===== src/rtl/mem_arbiter_if.sv =====
// Bundles the arbiter's upstream instruction/data buses and its downstream memory port.
// slave: the arbiter's view. master: the core plus memory that surround it.
interface mem_arbiter_if;
  logic [19:1] instr_m_addr;
  logic [15:0] instr_m_data_out;
  logic        instr_m_access;
  logic        instr_m_ack;
  logic [19:1] data_m_addr;
  logic [15:0] data_m_data_in;
  logic [15:0] data_m_data_out;
  logic        data_m_access;
  logic        data_m_ack;
  logic        data_m_wr_en;
  logic [1:0]  data_m_bytesel;
  logic        d_io;
  logic [19:1] q_m_addr;
  logic [15:0] q_m_data_in;
  logic [15:0] q_m_data_out;
  logic        q_m_access;
  logic        q_m_ack;
  logic        q_m_wr_en;
  logic [1:0]  q_m_bytesel;
  logic        q_io;

  modport slave (
    input  instr_m_addr, instr_m_access, data_m_addr, data_m_data_in, data_m_access,
           data_m_wr_en, data_m_bytesel, d_io, q_m_data_in, q_m_ack,
    output instr_m_data_out, instr_m_ack, data_m_data_out, data_m_ack,
           q_m_addr, q_m_data_out, q_m_access, q_m_wr_en, q_m_bytesel, q_io
  );

  modport master (
    output instr_m_addr, instr_m_access, data_m_addr, data_m_data_in, data_m_access,
           data_m_wr_en, data_m_bytesel, d_io, q_m_data_in, q_m_ack,
    input  instr_m_data_out, instr_m_ack, data_m_data_out, data_m_ack,
           q_m_addr, q_m_data_out, q_m_access, q_m_wr_en, q_m_bytesel, q_io
  );
endinterface


===== src/rtl/mem_arbiter.sv =====
// Arbitrates instruction and data buses onto one registered downstream memory port.
// Define ARB_ROUND_ROBIN_EN for round-robin tie-breaking; otherwise data wins ties.
module mem_arbiter (
  input  logic         clk,
  input  logic         reset,
  mem_arbiter_if.slave bus
);

  typedef enum logic [2:0] {IDLE, SERVE_I, SERVE_D, ACK_I, ACK_D} state_t;

  state_t state, next;
  logic   grant_i, grant_d, tie_d;

`ifdef ARB_ROUND_ROBIN_EN
  // 1 = data was granted most recently; reset value means "instruction last".
  logic last_d;

  always_ff @(posedge clk or negedge reset) begin
    if (!reset)       last_d <= 1'b0;
    else if (grant_d) last_d <= 1'b1;
    else if (grant_i) last_d <= 1'b0;
  end

  assign tie_d = ~last_d;
`else
  assign tie_d = 1'b1;
`endif

  always_comb begin
    next    = state;
    grant_i = 1'b0;
    grant_d = 1'b0;
    case (state)
      IDLE: begin
        if (bus.data_m_access && (!bus.instr_m_access || tie_d)) grant_d = 1'b1;
        else if (bus.instr_m_access)                             grant_i = 1'b1;
      end
      SERVE_I: if (bus.q_m_ack) next = ACK_I;
      SERVE_D: if (bus.q_m_ack) next = ACK_D;
      // The winner's access is still high from the finished request, so only
      // the other port is considered here.
      ACK_I: if (bus.data_m_access)  grant_d = 1'b1; else next = IDLE;
      ACK_D: if (bus.instr_m_access) grant_i = 1'b1; else next = IDLE;
      default: next = IDLE;
    endcase
    if (grant_i) next = SERVE_I;
    if (grant_d) next = SERVE_D;
  end

  always_ff @(posedge clk or negedge reset) begin
    if (!reset) begin
      state                <= IDLE;
      bus.q_m_addr         <= '0;
      bus.q_m_data_out     <= '0;
      bus.q_m_access       <= 1'b0;
      bus.q_m_wr_en        <= 1'b0;
      bus.q_m_bytesel      <= '0;
      bus.q_io             <= 1'b0;
      bus.instr_m_data_out <= '0;
      bus.instr_m_ack      <= 1'b0;
      bus.data_m_data_out  <= '0;
      bus.data_m_ack       <= 1'b0;
    end else begin
      state           <= next;
      bus.instr_m_ack <= (state == SERVE_I) && bus.q_m_ack;
      bus.data_m_ack  <= (state == SERVE_D) && bus.q_m_ack;
      if (grant_i) begin
        // Instruction fetches leave the write-data register untouched.
        bus.q_m_addr    <= bus.instr_m_addr;
        bus.q_m_wr_en   <= 1'b0;
        bus.q_m_bytesel <= 2'b11;
        bus.q_io        <= 1'b0;
        bus.q_m_access  <= 1'b1;
      end else if (grant_d) begin
        bus.q_m_addr     <= bus.data_m_addr;
        bus.q_m_data_out <= bus.data_m_data_in;
        bus.q_m_wr_en    <= bus.data_m_wr_en;
        bus.q_m_bytesel  <= bus.data_m_bytesel;
        bus.q_io         <= bus.d_io;
        bus.q_m_access   <= 1'b1;
      end else if (state == SERVE_I && bus.q_m_ack) begin
        bus.instr_m_data_out <= bus.q_m_data_in;
        bus.q_m_access       <= 1'b0;
      end else if (state == SERVE_D && bus.q_m_ack) begin
        bus.data_m_data_out <= bus.q_m_data_in;
        bus.q_m_access      <= 1'b0;
      end
    end
  end

endmodule


===== src/flat_wrapper.sv =====
// flat-port wrapper written by rule: the top's interface ports become plain ports
module mem_arbiter_flat 
  (clk, reset, bus_instr_m_addr, bus_instr_m_access, bus_data_m_addr, bus_data_m_data_in, bus_data_m_access, bus_data_m_wr_en, bus_data_m_bytesel, bus_d_io, bus_q_m_data_in, bus_q_m_ack, bus_instr_m_data_out, bus_instr_m_ack, bus_data_m_data_out, bus_data_m_ack, bus_q_m_addr, bus_q_m_data_out, bus_q_m_access, bus_q_m_wr_en, bus_q_m_bytesel, bus_q_io);
  mem_arbiter_if bus_i ();
  input  logic clk;
  input  logic reset;
  input wire logic [$bits(bus_i.instr_m_addr)-1:0] bus_instr_m_addr;
  input wire logic [$bits(bus_i.instr_m_access)-1:0] bus_instr_m_access;
  input wire logic [$bits(bus_i.data_m_addr)-1:0] bus_data_m_addr;
  input wire logic [$bits(bus_i.data_m_data_in)-1:0] bus_data_m_data_in;
  input wire logic [$bits(bus_i.data_m_access)-1:0] bus_data_m_access;
  input wire logic [$bits(bus_i.data_m_wr_en)-1:0] bus_data_m_wr_en;
  input wire logic [$bits(bus_i.data_m_bytesel)-1:0] bus_data_m_bytesel;
  input wire logic [$bits(bus_i.d_io)-1:0] bus_d_io;
  input wire logic [$bits(bus_i.q_m_data_in)-1:0] bus_q_m_data_in;
  input wire logic [$bits(bus_i.q_m_ack)-1:0] bus_q_m_ack;
  output wire logic [$bits(bus_i.instr_m_data_out)-1:0] bus_instr_m_data_out;
  output wire logic [$bits(bus_i.instr_m_ack)-1:0] bus_instr_m_ack;
  output wire logic [$bits(bus_i.data_m_data_out)-1:0] bus_data_m_data_out;
  output wire logic [$bits(bus_i.data_m_ack)-1:0] bus_data_m_ack;
  output wire logic [$bits(bus_i.q_m_addr)-1:0] bus_q_m_addr;
  output wire logic [$bits(bus_i.q_m_data_out)-1:0] bus_q_m_data_out;
  output wire logic [$bits(bus_i.q_m_access)-1:0] bus_q_m_access;
  output wire logic [$bits(bus_i.q_m_wr_en)-1:0] bus_q_m_wr_en;
  output wire logic [$bits(bus_i.q_m_bytesel)-1:0] bus_q_m_bytesel;
  output wire logic [$bits(bus_i.q_io)-1:0] bus_q_io;
  assign bus_i.instr_m_addr = bus_instr_m_addr;
  assign bus_i.instr_m_access = bus_instr_m_access;
  assign bus_i.data_m_addr = bus_data_m_addr;
  assign bus_i.data_m_data_in = bus_data_m_data_in;
  assign bus_i.data_m_access = bus_data_m_access;
  assign bus_i.data_m_wr_en = bus_data_m_wr_en;
  assign bus_i.data_m_bytesel = bus_data_m_bytesel;
  assign bus_i.d_io = bus_d_io;
  assign bus_i.q_m_data_in = bus_q_m_data_in;
  assign bus_i.q_m_ack = bus_q_m_ack;
  assign bus_instr_m_data_out = bus_i.instr_m_data_out;
  assign bus_instr_m_ack = bus_i.instr_m_ack;
  assign bus_data_m_data_out = bus_i.data_m_data_out;
  assign bus_data_m_ack = bus_i.data_m_ack;
  assign bus_q_m_addr = bus_i.q_m_addr;
  assign bus_q_m_data_out = bus_i.q_m_data_out;
  assign bus_q_m_access = bus_i.q_m_access;
  assign bus_q_m_wr_en = bus_i.q_m_wr_en;
  assign bus_q_m_bytesel = bus_i.q_m_bytesel;
  assign bus_q_io = bus_i.q_io;
  mem_arbiter u_core (.clk(clk), .reset(reset), .bus(bus_i));
endmodule

===== config.mk =====
export PLATFORM = sky130hd
export DESIGN_NAME = mem_arbiter_flat
export DESIGN_NICKNAME = d
export VERILOG_FILES = /design/src/rtl/mem_arbiter_if.sv /design/src/rtl/mem_arbiter.sv /design/src/flat_wrapper.sv
export SDC_FILE = /design/constraint.sdc
export NUM_CORES = 1
export LEC_CHECK = 0
export BUFFER_PORTS_ARGS = -buffer_cell sky130_fd_sc_hd__buf_4
export CAP_MARGIN = 20
export CORE_MARGIN = 2
export CORE_UTILIZATION = 46
export CTS_CLUSTER_DIAMETER = 50
export DETAILED_ROUTE_END_ITERATION = 12
export HOLD_SLACK_MARGIN = 0.1
export PLACE_DENSITY = 0.9
export SYNTH_ARGS = -nofsm -noshare
export SYNTH_HDL_FRONTEND = slang
export SYNTH_SLANG_ARGS = --single-unit

===== constraint.sdc =====
create_clock -name clk -period 2.3 [get_ports clk]
set_input_delay 0 -clock clk [delete_from_list [all_inputs] [get_ports clk]]
set_output_delay 0 -clock clk [all_outputs]
set_load 0.005 [all_outputs]

==> run_summary.xml <==
<?xml version="1.0" encoding="UTF-8"?>
<metrics>
  <group name="outcome">
    <metric name="outcome" unit="">finished clean</metric>
  </group>
  <group name="logic_synthesis">
    <metric name="synth_edf_count" unit="">0</metric>
    <metric name="netlist_instances" unit="">252</metric>
    <metric name="netlist_top_cells_area" unit="">dfrtp_1 60%, mux2_2 14%, o21ai_0 4.1%</metric>
    <metric name="synth.most_common_cell" unit="">dfrtp_1</metric>
    <metric name="synthSimpleGateAreaFrac" unit="%">9.89</metric>
    <metric name="synth_compound_gate_area_share" unit="%">8.45</metric>
    <metric name="post_synth_mux_area_share" unit="%">17.6</metric>
    <metric name="main_combinational_cell_family_by_area_after_synthesis" unit="">multiplexers</metric>
    <metric name="synth-xor-area-share" unit="%">0.779</metric>
    <metric name="synth.yosys.seq_area_share" unit="%">60.0</metric>
    <metric name="mappedNetlistNets" unit="">331</metric>
    <metric name="yosys-top-cells-count" unit="">77 x dfrtp_1, 40 x mux2_2, 26 x o21ai_0</metric>
    <metric name="netlist.top_cell.by_area" unit="">dfrtp_1</metric>
    <metric name="synth_cell_types" unit="">24</metric>
    <metric name="synth_top_area_share" unit="%">60.0</metric>
    <metric name="syn-cell-area" unit="µm²">3210</metric>
    <metric name="synth-seq-cells" unit="">77</metric>
    <metric name="count_of_warnings_emitted_by_yosys" unit="">0</metric>
    <metric name="asyncSetResetFlopFracSynth" unit="%">100</metric>
    <metric name="avgSynthCellArea" unit="µm²">12.7</metric>
    <metric name="synth_ff_type" unit="">dfrtp_1</metric>
    <metric name="synth_adder_area_share" unit="%">0</metric>
  </group>
  <group name="timing">
    <metric name="worst_clock_skew" unit="ps">5.32</metric>
    <metric name="hold_worst_slack" unit="ps">276</metric>
    <metric name="tightest_slew" unit="ps">961</metric>
    <metric name="slew_headroom" unit="%">36.0</metric>
    <metric name="final.period_utilization" unit="%">76.4</metric>
    <metric name="fmax" unit="MHz">569</metric>
    <metric name="drv_slew" unit="">0</metric>
    <metric name="final-setup-viol-count" unit="">0</metric>
    <metric name="setup-tns-final" unit="ps">0</metric>
    <metric name="setup_repair_after_global_routing_missed_its_margin" unit="">no</metric>
    <metric name="layout_min_cycle_time" unit="ps">1760</metric>
    <metric name="hold_violations" unit="">0</metric>
  </group>
  <group name="setup_path">
    <metric name="rr_startpoint" unit="">u_core.state[1]$_DFFE_PN0P_</metric>
    <metric name="number_of_buffers_and_inverters_on_the_critical_path" unit="">1</metric>
    <metric name="crit_path_max_incr_delay" unit="ps">570</metric>
    <metric name="cp_max_fo" unit="">7</metric>
    <metric name="cp.required" unit="ps">2520</metric>
    <metric name="cp_top_family" unit="">buffers and inverters</metric>
    <metric name="critical_path.startpoint_type" unit="">flop</metric>
    <metric name="critPathLaunch" unit="">u_core.state[1]$_DFFE_PN0P_</metric>
    <metric name="crit_path_top_delay_cell" unit="">dlygate4sd3_1</metric>
    <metric name="worstSetupEndpointType" unit="">flop</metric>
    <metric name="arrival" unit="ps">1970</metric>
    <metric name="worst-setup-path-type" unit="">reg2reg</metric>
    <metric name="sequence_of_cells_on_the_critical_path" unit="">nand2b_2 -&gt; a211oi_1 -&gt; a311oi_1 -&gt; dlygate4sd3_1</metric>
  </group>
  <group name="power_and_ir_drop">
    <metric name="power_per_cell_area" unit="nW/µm²">1220</metric>
    <metric name="static_leakage" unit="nW">2.49</metric>
    <metric name="fin_total_pwr" unit="W">0.00665</metric>
    <metric name="ir_drop" unit="µV">689</metric>
  </group>
  <group name="floorplan">
    <metric name="io_pins" unit="">153</metric>
    <metric name="die_h" unit="µm">87.6</metric>
    <metric name="floorplan.initialDensity" unit="%">47.3</metric>
    <metric name="design.die.area" unit="µm²">7670</metric>
    <metric name="die_width" unit="µm">87.6</metric>
    <metric name="coreArea" unit="µm²">6790</metric>
    <metric name="placementRows" unit="">30</metric>
  </group>
  <group name="global_route">
    <metric name="grt_pass1_vias" unit="">3213</metric>
    <metric name="groute.usage.overall" unit="%">26.9</metric>
    <metric name="global_route.overflow_total" unit="">0</metric>
    <metric name="first_pass_grt_wire_length" unit="mm">15.7</metric>
    <metric name="grt_start_max_net_pins" unit="">78</metric>
    <metric name="grt_antenna_before_repair" unit="">0</metric>
  </group>
  <group name="cells_and_area">
    <metric name="utilization_after_layout" unit="%">80.0</metric>
    <metric name="drive_above_1_share" unit="%">47.3</metric>
    <metric name="insertedDiodeCount" unit="">0</metric>
    <metric name="fin_nets" unit="">559</metric>
    <metric name="area.growth.synth_to_final" unit="%">69.1</metric>
  </group>
  <group name="clock_network">
    <metric name="total_number_of_h_tree_levels" unit="">3</metric>
    <metric name="clkLatencyLatePin" unit="ps">330</metric>
    <metric name="cts-buffers-inserted" unit="">9</metric>
    <metric name="clkSinkCount" unit="">77</metric>
    <metric name="root_buffer" unit="">clkbuf_8</metric>
    <metric name="cts.reportedPaths.clkPinSlew" unit="ps">70</metric>
    <metric name="tritoncts" unit="">yes</metric>
    <metric name="clock_path_buffers" unit="">2</metric>
  </group>
  <group name="hold_path">
    <metric name="holdCritStartpoint" unit="">bus_data_m_access</metric>
    <metric name="holdCritPathClass" unit="">in2reg</metric>
  </group>
  <group name="detailed_routing">
    <metric name="detailroute.via_count" unit="">3072</metric>
    <metric name="drt_first_iter_violations" unit="">172</metric>
    <metric name="via_per_inst" unit="">5.30</metric>
    <metric name="drc" unit="">0</metric>
    <metric name="detail_route.wirelength" unit="mm">10.0</metric>
    <metric name="route.detailed.wl_per_inst" unit="µm">17.3</metric>
    <metric name="postRouteAntennaNets" unit="">0</metric>
    <metric name="drt_first_pass_iters" unit="">5</metric>
  </group>
  <group name="flow_run">
    <metric name="cap_viol_max_count" unit="">0</metric>
  </group>
  <group name="place">
    <metric name="post-dp-hpwl" unit="mm">5.63</metric>
    <metric name="port-buffer-count" unit="">152</metric>
    <metric name="globalplace.congestion" unit="">0.844</metric>
  </group>
</metrics>
[power by group]
group	total (W)	internal [W]	switching (W)
registers	0.00250	0.00205	0.000450
logic	0.00313	0.00181	0.00132
clock network	0.00102	0.000551	0.000470
total	0.00665	0.00441	0.00224
[routing by layer]
metal  share of wire (%)  routed length, µm  vias up  track usage [%]
met2                  54               5420      200             49.8
met3                 7.3                734       39             5.84
met5                   0                  0        -                0
met4                 3.5                348        0             11.6
met1                  35               3550     1462             29.4
li1                    -                  -     1371                -
[cells in the final DEF (no fill, tap or decap), types with 2 or more instances in the layout]
| cell type | n |
|---|---|
| buf_4 | 159 |
| dlygate4sd3_1 | 77 |
| mux2_4 | 7 |
| clkbuf_8 | 11 |
| nor3_1 | 19 |
| dfrtp_1 | 77 |
| o21ai_0 | 26 |
| mux2_2 | 40 |
| clkinv_2 | 2 |
| nand2b_1 | 4 |
| nand3_1 | 25 |
| a31oi_1 | 20 |
[worst paths after layout]
check	endpoint	slack, ps	cells past startpoint
worst max-delay path	u_core.state[1]$_DFFE_PN0P_	540	4
worst min-delay path	u_core.bus.q_m_wr_en$_DFFE_PN0P_	280	4
worst max register to register	u_core.state[1]$_DFFE_PN0P_	540	4
worst min register to register	u_core.bus.instr_m_data_out[3]$_DFFE_PN0P_	510	1
max in group asynchronous	u_core.bus.data_m_data_out[14]$_DFFE_PN0P_	1310	2
min in group asynchronous	u_core.bus.q_m_addr[9]$_DFFE_PN0P_	340	2
[flip-flops by register name (all words and copies together) (netlist names)]
signal                       count
u_core.bus.q_m_addr             19
u_core.bus.data_m_data_out      16
u_core.bus.instr_m_data_out     16
u_core.bus.q_m_data_out         16
u_core.state                     3
u_core.bus.q_m_bytesel           2
u_core.bus.data_m_ack            1
u_core.bus.instr_m_ack           1
u_core.bus.q_io                  1
u_core.bus.q_m_access            1
u_core.bus.q_m_wr_en             1
[timing repair]
| item | 4_1_cts | 5_1_grt |
|---|---|---|
| buffers inserted | 0 | 0 |
| hold endpoints to repair | 150 | 0 |
| hold buffers | 77 | 0 |
| setup endpoints to repair | 0 | 0 |
| gates resized for setup | 0 | 0 |
[cells by family after synthesis]
kind of cell	after synthesis
and+or+nand+nor	57
AOI/OAI and AO/OA	48
buffers and inverters	20
xor gates and xnor gates	2
DFF	77
muxes	48
[final cells by class]
type	instances	area (µm²)
repair buffers	237	1980
well taps	96	120
clock buffers	11	151
flip-flops and latches	77	1930
clock inverters	4	47.5
multi-input cells	155	1210
fillers	398	1360
[stage by stage]
stage	setup slack (ps)	cell area (µm²)	instances
after global placement	509	4450	487
after global routing	418	5430	580
final	542	5430	580
after floorplan	703	3210	252
after CTS	422	5420	579
after detailed placement	430	4450	487
[worst register-to-register path, cell delays in order (launching register included)]
cell and delay (ps):
dfrtp_1 480, nand2b_2 260, a211oi_1 270, a311oi_1 70, dlygate4sd3_1 570
Note: power is estimated with default switching activity, not from simulation.
